[src/rtl/seg_disp_pkg.sv]
// Shared types and helpers for the multiplexed 7-segment display arbiter:
// owner state encoding, blank anode pattern, anode decode and BCD digit select.
package seg_disp_pkg;

  typedef enum logic [1:0] {
    ST_IDLE = 2'd0,
    ST_OWN0 = 2'd1,
    ST_OWN1 = 2'd2
  } state_t;

  localparam logic [3:0] AN_BLANK = 4'b1111;

  // Active-low one-hot anode pattern for a digit index.
  function automatic logic [3:0] an_mask(input logic [1:0] idx);
    logic [3:0] m;
    m      = AN_BLANK;
    m[idx] = 1'b0;
    return m;
  endfunction

  function automatic logic [3:0] bcd_sel(input logic [1:0] idx, input logic [15:0] data);
    logic [3:0] nib;
    case (idx)
      2'd0:    nib = data[3:0];
      2'd1:    nib = data[7:4];
      2'd2:    nib = data[11:8];
      default: nib = data[15:12];
    endcase
    return nib;
  endfunction

  function automatic logic [1:0] gnt_of(input state_t st);
    logic [1:0] g;
    case (st)
      ST_OWN0: g = 2'b01;
      ST_OWN1: g = 2'b10;
      default: g = 2'b00;
    endcase
    return g;
  endfunction

endpackage

[src/rtl/seg_scan_core.sv]
// Digit scan engine: prescaler plus 2-bit digit index with a per-frame latched
// digit count. idx_o is the index that is in effect after the coming edge.
module seg_scan_core
  import seg_disp_pkg::*;
#(
  parameter int unsigned SCAN_DIV = 50
) (
  input  logic       clk_in,
  input  logic       rst,
  input  logic       en_i,
  input  logic       restart_i,
  input  logic [1:0] ndig_i,
  output logic [1:0] idx_o,
  output logic       adv_o
);

  localparam int unsigned   PW      = (SCAN_DIV > 1) ? $clog2(SCAN_DIV) : 1;
  localparam logic [PW-1:0] PRE_MAX = PW'(SCAN_DIV - 1);

  logic [PW-1:0] pre_q, pre_d;
  logic [1:0]    idx_q, idx_d;
  logic [1:0]    ndig_q, ndig_d;
  logic          term;

  assign term = (pre_q == PRE_MAX);

  // The digit count is re-latched only when the index wraps, so a count change
  // never truncates or stretches the frame that is currently being shown.
  always_comb begin
    pre_d  = pre_q;
    idx_d  = idx_q;
    ndig_d = ndig_q;
    if (restart_i) begin
      pre_d  = '0;
      idx_d  = 2'd0;
      ndig_d = ndig_i;
    end else if (!en_i) begin
      pre_d = '0;
      idx_d = 2'd0;
    end else if (term) begin
      pre_d = '0;
      if (idx_q == ndig_q) begin
        idx_d  = 2'd0;
        ndig_d = ndig_i;
      end else begin
        idx_d = idx_q + 2'd1;
      end
    end else begin
      pre_d = pre_q + PW'(1);
    end
  end

  always_ff @(posedge clk_in or posedge rst) begin
    if (rst) begin
      pre_q  <= '0;
      idx_q  <= 2'd0;
      ndig_q <= 2'd0;
    end else begin
      pre_q  <= pre_d;
      idx_q  <= idx_d;
      ndig_q <= ndig_d;
    end
  end

  assign idx_o = idx_d;
  assign adv_o = en_i && !restart_i && term;

endmodule

[src/rtl/seg_display_arbiter.sv]
// Two-source arbiter for the shared 4-digit 7-segment display: time-sliced
// grant with minimum hold, and registered anode/nibble outputs for the owner.
module seg_display_arbiter
  import seg_disp_pkg::*;
#(
  parameter int unsigned SCAN_DIV = 50,
  parameter int unsigned HOLD_CYC = 1000
) (
  input  logic        clk_in,
  input  logic        rst,
  input  logic [1:0]  req,
  input  logic [15:0] data0,
  input  logic [15:0] data1,
  input  logic [1:0]  ndig0,
  input  logic [1:0]  ndig1,
  output logic [1:0]  gnt,
  output logic [3:0]  an_scan,
  output logic [3:0]  num,
  output logic        busy
);

  localparam int unsigned   HW       = (HOLD_CYC > 1) ? $clog2(HOLD_CYC) : 1;
  localparam logic [HW-1:0] HOLD_MAX = HW'(HOLD_CYC - 1);

  state_t        state_q, state_d;
  logic [HW-1:0] hold_q;
  logic [1:0]    gnt_q;
  logic [3:0]    an_scan_q;
  logic [3:0]    num_q;

  logic          restart;
  logic          scan_en;
  logic [1:0]    ndig_sel;
  logic [15:0]   data_sel;
  logic [1:0]    scan_idx;
  logic          scan_adv;

  // A dropped request hands over at once; a held one yields only after the hold.
  always_comb begin
    state_d = state_q;
    case (state_q)
      ST_IDLE: begin
        if (req[1])      state_d = ST_OWN1;
        else if (req[0]) state_d = ST_OWN0;
      end
      ST_OWN0: begin
        if (!req[0])                          state_d = req[1] ? ST_OWN1 : ST_IDLE;
        else if (req[1] && hold_q == HOLD_MAX) state_d = ST_OWN1;
      end
      ST_OWN1: begin
        if (!req[1])                          state_d = req[0] ? ST_OWN0 : ST_IDLE;
        else if (req[0] && hold_q == HOLD_MAX) state_d = ST_OWN0;
      end
      default: state_d = ST_IDLE;
    endcase
  end

  assign scan_en  = (state_d != ST_IDLE);
  assign restart  = scan_en && (state_d != state_q);
  assign ndig_sel = (state_d == ST_OWN1) ? ndig1 : ndig0;
  assign data_sel = (state_d == ST_OWN1) ? data1 : data0;

  seg_scan_core #(
    .SCAN_DIV (SCAN_DIV)
  ) u_scan (
    .clk_in    (clk_in),
    .rst       (rst),
    .en_i      (scan_en),
    .restart_i (restart),
    .ndig_i    (ndig_sel),
    .idx_o     (scan_idx),
    .adv_o     (scan_adv)
  );

  always_ff @(posedge clk_in or posedge rst) begin
    if (rst) begin
      state_q   <= ST_IDLE;
      hold_q    <= '0;
      gnt_q     <= 2'b00;
      an_scan_q <= AN_BLANK;
      num_q     <= 4'h0;
    end else begin
      state_q <= state_d;
      gnt_q   <= gnt_of(state_d);
      if (restart || !scan_en) hold_q <= '0;
      else if (hold_q != HOLD_MAX) hold_q <= hold_q + HW'(1);
      if (!scan_en) an_scan_q <= AN_BLANK;
      else if (restart || scan_adv) an_scan_q <= an_mask(scan_idx);
      num_q <= scan_en ? bcd_sel(scan_idx, data_sel) : 4'h0;
    end
  end

  assign gnt     = gnt_q;
  assign an_scan = an_scan_q;
  assign num     = num_q;
  assign busy    = |gnt_q;

endmodule
[config.mk]
export PLATFORM = sky130hd
export DESIGN_NAME = seg_display_arbiter
export DESIGN_NICKNAME = d
export VERILOG_FILES = /design/src/rtl/seg_disp_pkg.sv /design/src/rtl/seg_scan_core.sv /design/src/rtl/seg_display_arbiter.sv
export SDC_FILE = /design/constraint.sdc
export NUM_CORES = 1
export LEC_CHECK = 0
export BUFFER_PORTS_ARGS = -buffer_cell sky130_fd_sc_hd__buf_2
export CAP_MARGIN = 5
export CORE_UTILIZATION = 50
export CTS_CLUSTER_SIZE = 14
export DETAILED_ROUTE_END_ITERATION = 8
export PLACE_DENSITY = 0.75
export SYNTH_ARGS = -nofsm -noshare
export SYNTH_HDL_FRONTEND = slang
export SYNTH_SLANG_ARGS = --single-unit
[constraint.sdc]
create_clock -name clk_in -period 2.4 [get_ports clk_in]
set_input_delay 0.12 -clock clk_in [delete_from_list [all_inputs] [get_ports clk_in]]
set_output_delay 0.12 -clock clk_in [all_outputs]
set_load 0.01 [all_outputs]
Word-level counts from Yosys, hierarchy flattened. Index checks and enable logic that the tools add are counted.

Word-level logic and storage cells: 76. Output and inout port bits: 11. Register bits: 32. Input bits: 40.

Equal/unequal tests: 12. Multiplexer cells: 31. Bitwise gates (word level): 1. Reductions and logical operators: 19. Add/sub/neg operators: 3. $lt $le $gt $ge: 2.

Operators by type and width (number): 2-bit 2-to-1 mux (16); 10-bit 2-to-1 mux (2); 6-bit 2-to-1 mux (3); 16-bit 2-to-1 mux (1); 4-bit 2-to-1 mux (3); 4-bit case mux with 3 select lines (1); 10-bit by 1-bit adder with 10-bit output (second input constant) (1); 10-bit == test (second input constant) (1); 10-bit inequality test (second input constant) (1); 2-bit nonzero test (5); 6-bit by 1-bit adder with 6-bit output (second input constant) (1); 2-bit by 1-bit == test with 1-bit output (second input constant) (3); 2-bit == test (second input constant) (3); 6-bit == test (second input constant) (1); 1-bit logical AND (6); 2-bit case mux with 3 select lines (1); 2-bit zero test (2); 4-bit inverter (1); 2-bit case mux with 2 select lines (1); 2-bit by 3-bit < comparator with 1-bit output (second input constant) (1); 3-bit AND reduction (1); 2-bit by 1-bit adder with 2-bit output (second input constant) (1); 1-bit demux with 2-bit select (1); 2-bit == test (1); 7 further kinds (10).

Depth between registers and ports, before layout.
Depth in word-level cells: 15. Gate-level depth with buffers: 9.

Cells and area by module. Synthesis repeated with hierarchy kept, for this count alone.

Cell total of the unflattened synthesis: 182. Area, all modules: 1910.6 um^2.

By module, submodules not included: seg_display_arbiter (seq. area each 555.5 um^2, cells each 123, times used 1, area an instance 1353.8 um^2); seg_scan_core (seq. area each 250.2 um^2, cells each 59, times used 1, area an instance 556.8 um^2).

Worst setup path before layout. No wires, ideal clock.

Path type: reg2reg. From: register u_scan.pre_q[1]. To: register num_q[0] (netlist: num[0]). Buffers on the path: 2. Arrival time: 1927 ps. Required time: 2267 ps. Setup slack: 341 ps. Stages on the path, launching flop included: 10. Path through: dfrtp_1 inv_1 ha_1 nand4b_4 or4_4 and3_4 buf_6 buf_6 o31ai_1 a32oi_1.

Word-level cells in the longest chain between the ends: 7. Elaborated cells between the ends (all ways): 9.

RTL lines: start: declaration (line seg_scan_core.sv:20) `logic [PW-1:0] pre_q, pre_d;`; start signal: assignment (line seg_scan_core.sv:59) `pre_q <= pre_d;`; 6-bit == test (*) (line seg_scan_core.sv:25) `assign term = (pre_q == PRE_MAX);`; 2-bit 2-to-1 mux (*) (line seg_scan_core.sv:40) `end else if (term) begin`; 2-bit 2-to-1 mux (*) (line seg_scan_core.sv:37) `end else if (!en_i) begin`; 2-bit 2-to-1 mux (*) (line seg_scan_core.sv:33) `if (restart_i) begin`; 2-bit == test (tied with other cells) (line seg_disp_pkg.sv:23) `case (idx)`; 4-bit case mux with 3 select lines (*) (line seg_disp_pkg.sv:23); 4-bit 2-to-1 mux (*) (line seg_display_arbiter.sv:89) `num_q <= scan_en ? bcd_sel(scan_idx, data_sel) : 4'h0;`; end signal: assignment (line seg_display_arbiter.sv:89); end: declaration (line seg_display_arbiter.sv:29) `logic [3:0] num_q;`.

Every way passes the cells marked *; elsewhere a longest branch is shown, timed or not. A chain may end at the register's enable or synchronous reset.

Worst setup path after layout.
From: register hold_q[0]. To: register hold_q[3].

Word-level cells in the longest chain between the ends: 9. Elaborated cells between the ends (all ways): 18.

RTL lines: start: declaration (line seg_display_arbiter.sv:26) `logic [HW-1:0] hold_q;`; start signal: assignment (line seg_display_arbiter.sv:86) `else if (hold_q != HOLD_MAX) hold_q <= hold_q + HW'(1);`; 10-bit == test (line seg_display_arbiter.sv:48, seg_display_arbiter.sv:52); 1-bit logical AND (on tied branches) (line seg_display_arbiter.sv:52, seg_display_arbiter.sv:48); 2-bit 2-to-1 mux (on tied branches) (line seg_display_arbiter.sv:52, seg_display_arbiter.sv:48); 2-bit 2-to-1 mux (on tied branches) (line seg_display_arbiter.sv:51, seg_display_arbiter.sv:47); 2-bit case mux with 3 select lines (line seg_display_arbiter.sv:41) `case (state_q)`; 2-bit inequality test / 2-bit nonzero test (equally long branches) (line seg_display_arbiter.sv:59, seg_display_arbiter.sv:58); 1-bit logical AND / 1-bit zero test (equally long branches); 1-bit logical OR (line seg_display_arbiter.sv:85) `if (restart || !scan_en) hold_q <= '0;`; 10-bit 2-to-1 mux / 2-bit nonzero test (equally long branches).

Parallel ways exist; a longest one is shown, timed or not. The select of a mux whose other input is x is not followed.

==> impl_metrics.sql <==
INSERT INTO impl_metrics (metric_group, metric, value, unit) VALUES
('sta', 'timing_max_transition_violations_final', '0', ''),
('clock_network', 'cts_root_buf', 'clkbuf_8', ''),
('critical_path', 'critical_path_peak_fanout', '11', ''),
('grt', 'number_of_global_route_vias_before_repair', '1755', ''),
('critical_path', 'critical_path.reg2reg.endpoint', 'hold_q[3]', ''),
('routing', 'ant_nets', '0', ''),
('place', 'place.detailed.hpwl', '3570', 'µm'),
('logic_synthesis', 'post_synth_fa_ha_maj_area_fraction', '1.75', '%'),
('logic_synthesis', 'yosys_warnings', '0', ''),
('sta', 'worst-slew-pin-transition', '0.863', 'ns'),
('routing', 'detail_route.vias_per_cell', '6.01', ''),
('clock_network', 'cts.htree.levels', '2', ''),
('power', 'power_density', '566', 'nW/µm²'),
('sta', 'grt_setup_unrepaired', 'yes', ''),
('die', 'die-width', '67.6', 'µm'),
('clock_network', 'post_cts_repair_setup_buffers', '0', ''),
('place', 'numPlacedInstances', '315', ''),
('die', 'num_io_pins', '51', ''),
('logic_synthesis', 'mappedNetlistNets', '268', ''),
('logic_synthesis', 'synth-seq-area-share', '37.5', '%'),
('layout', 'layout-drive-gt1-share', '30.3', '%'),
('sta', 'timing.final.hold_violations', '0', ''),
('layout', 'final-instance-count-excl-fill', '324', ''),
('routing', 'routed_wire_length', '4920', 'µm'),
('layout', 'num_antenna_cells', '0', ''),
('routing', 'route.detailed.wl_per_inst', '15.2', 'µm'),
('routing', 'drc', '0', ''),
('critical_path', 'setup.worst_path.class', 'reg -> reg', ''),
('worst_hold_path', 'timing.hold.worst.start', 'data1[14]', ''),
('worst_hold_path', 'hold_end', 'num[2]', ''),
('die', 'initial_core_util', '53.0', '%'),
('clock_network', 'clock_tree.buffer_depth', '2', ''),
('logic_synthesis', 'syn_area', '2150', 'µm²'),
('place', 'placed_area', '2410', 'µm²'),
('logic_synthesis', 'synth_top_family_by_area', 'simple AND/OR/NAND/NOR gates', ''),
('die', 'die_height', '67.6', 'µm'),
('critical_path', 'worst-r2r-setup-slack', '0.16', 'ns'),
('routing', 'detail_route.first_pass.iterations', '4', ''),
('logic_synthesis', 'synthCells', '225', ''),
('critical_path', 'critical_path_required', '2.56', 'ns'),
('sta', 'finalSetupViolations', '0', ''),
('clock_network', 'cts_made_buffers', '5', ''),
('logic_synthesis', 'synthXorXnorAreaFrac', '5.70', '%'),
('clock_network', 'clkLatencyLatePin', '0.29', 'ns'),
('logic_synthesis', 'yosys.area_share.simple', '24.1', '%'),
('logic_synthesis', 'netlist_top_cells_area', 'dfrtp_1 33%, o31ai_1 7.3%, dfstp_2 4.9%', ''),
('logic_synthesis', 'ys_async_sr_fraction', '100', '%'),
('sta', 'clk_skew', '0.00564', 'ns'),
('critical_path', 'timing.critical_path.from_type', 'register', ''),
('place', 'io_buffers', '50', ''),
('logic_synthesis', 'compound_gate_portion_of_the_synthesized_area', '23.1', '%'),
('logic_synthesis', 'postSynth.topFlopCell', 'dfrtp_1', ''),
('logic_synthesis', 'synthDistinctLibCells', '58', ''),
('clock_network', 'tritoncts_clock_tree', 'built', ''),
('job', 'drv.max_cap_violation_count', '0', ''),
('clock_network', 'number_of_sinks_on_the_clock_net', '32', ''),
('critical_path', 'timing.critical_path.arrival', '2.40', 'ns'),
('outcome', 'outcome', 'finished clean', ''),
('grt', 'antenna_violations_before_repair', '0', ''),
('critical_path', 'worst_r2r_startpoint', 'hold_q[0]', ''),
('worst_hold_path', 'worst_hold_path_type', 'in -> reg', ''),
('sta', 'max_slew_margin', '42.1', '%'),
('routing', 'drt_iter0_markers', '95', ''),
('routing', 'vias', '1947', ''),
('logic_synthesis', 'synth_mux_area_share', '2.10', '%'),
('grt', 'grt_start_max_net_pins', '33', ''),
('critical_path', 'r2r_cells', '6', ''),
('sta', 'post-route-min-period', '2.24', 'ns'),
('sta', 'final.period_utilization', '93.2', '%'),
('die', 'placement_rows', '23', ''),
('die', 'floorplan_core_area', '4060', 'µm²');
## critical path, stage by stage, from the launching register on
cell,delay (ns)
dfrtp_1,0.40
ha_1,0.24
and3b_1,0.26
a32oi_1,0.18
nor2_1,0.66
buf_4,0.30
nor3_1,0.06
## worst max path at each step
stage,startpoint,to,slack (ns)
after detailed placement,hold_q[0],an_scan[3],0.06
after CTS,hold_q[0],an_scan[3],0.03
after floorplan,u_scan.pre_q[1],num[0],0.34
final,hold_q[0],hold_q[3],0.16
after global routing,hold_q[0],an_scan[2],-0.02
after global placement,hold_q[0],an_scan[3],0.17
## report_power, final
part           total, mW  internal, mW  leakage [nW]  switching [mW]
Clock              0.574         0.366        0.0645           0.208
Sequential         0.610         0.577         0.417          0.0329
Combinational      0.262         0.117         0.687           0.145
Total               1.45          1.06          1.17           0.386
## state kept, by name, indices dropped and copies added, names as in the netlist
name,flops
hold_q,10
u_scan.pre_q,6
an_scan,4
num,4
gnt,2
state_q,2
u_scan.idx_q,2
u_scan.ndig_q,2
## metal layers
metal,GRT usage (%),share of wire [%],up-vias
met5,0,0,-
li1,-,-,960
met1,31.3,48,916
met2,39.5,44,65
met4,6.38,0.98,0
met3,3.89,7.2,6
## stage by stage
stage	utilization [%]	setup TNS (ns)	total power [mW]	setup slack, ns	hold slack (ns)
final	62.9	0	1.45	0.162	0.146
after global placement	59.4	0	0.876	0.168	0.222
after CTS	62.8	0	1.45	0.0348	0.145
after floorplan	-	0	0.789	0.341	0.233
after global routing	62.9	-0.0580	1.51	-0.0230	0.165
after detailed placement	59.4	0	0.879	0.0574	0.228
## kinds of logic after synthesis
| group | after synthesis |
|---|---|
| AOI/OAI and AO/OA | 65 |
| xor gates and xnor gates | 14 |
| adders and majority gates | 3 |
| buffers and inverters | 24 |
| DFF | 32 |
| muxes | 4 |
| and+or+nand+nor | 83 |
## timing repair
action                                  4_1_cts  5_1_grt
hold buffers                                  1        0
gates resized for setup                       0        1
hold endpoints to repair                     28        0
endpoints found under the setup margin        0       10
## cell usage in the layout, fill, tap and decap left out, drive strengths merged, types with 4 or more instances in the layout
cell type,n
o31ai,21
a31o,4
o21ai,8
inv,9
xor2,7
dfrtp,28
a211o,4
buf,55
nand2,9
xnor2,7
a32oi,5
dfstp,4
nand4,13
mux2,4
o2bb2ai,5
nand3,9
nor3,5
nor2,25
a31oi,5
clkbuf,7
## cell type report
| class | count | area, µm² |
|---|---|---|
| fillers | 362 | 1510 |
| clock inverters | 1 | 30.0 |
| inverters | 9 | 33.8 |
| well taps | 50 | 62.6 |
| repair buffers | 56 | 298 |
| flip-flops and latches | 32 | 806 |
| clock buffers | 7 | 96.3 |
| multi-input cells | 169 | 1230 |
(Power assumes the default switching activity.)
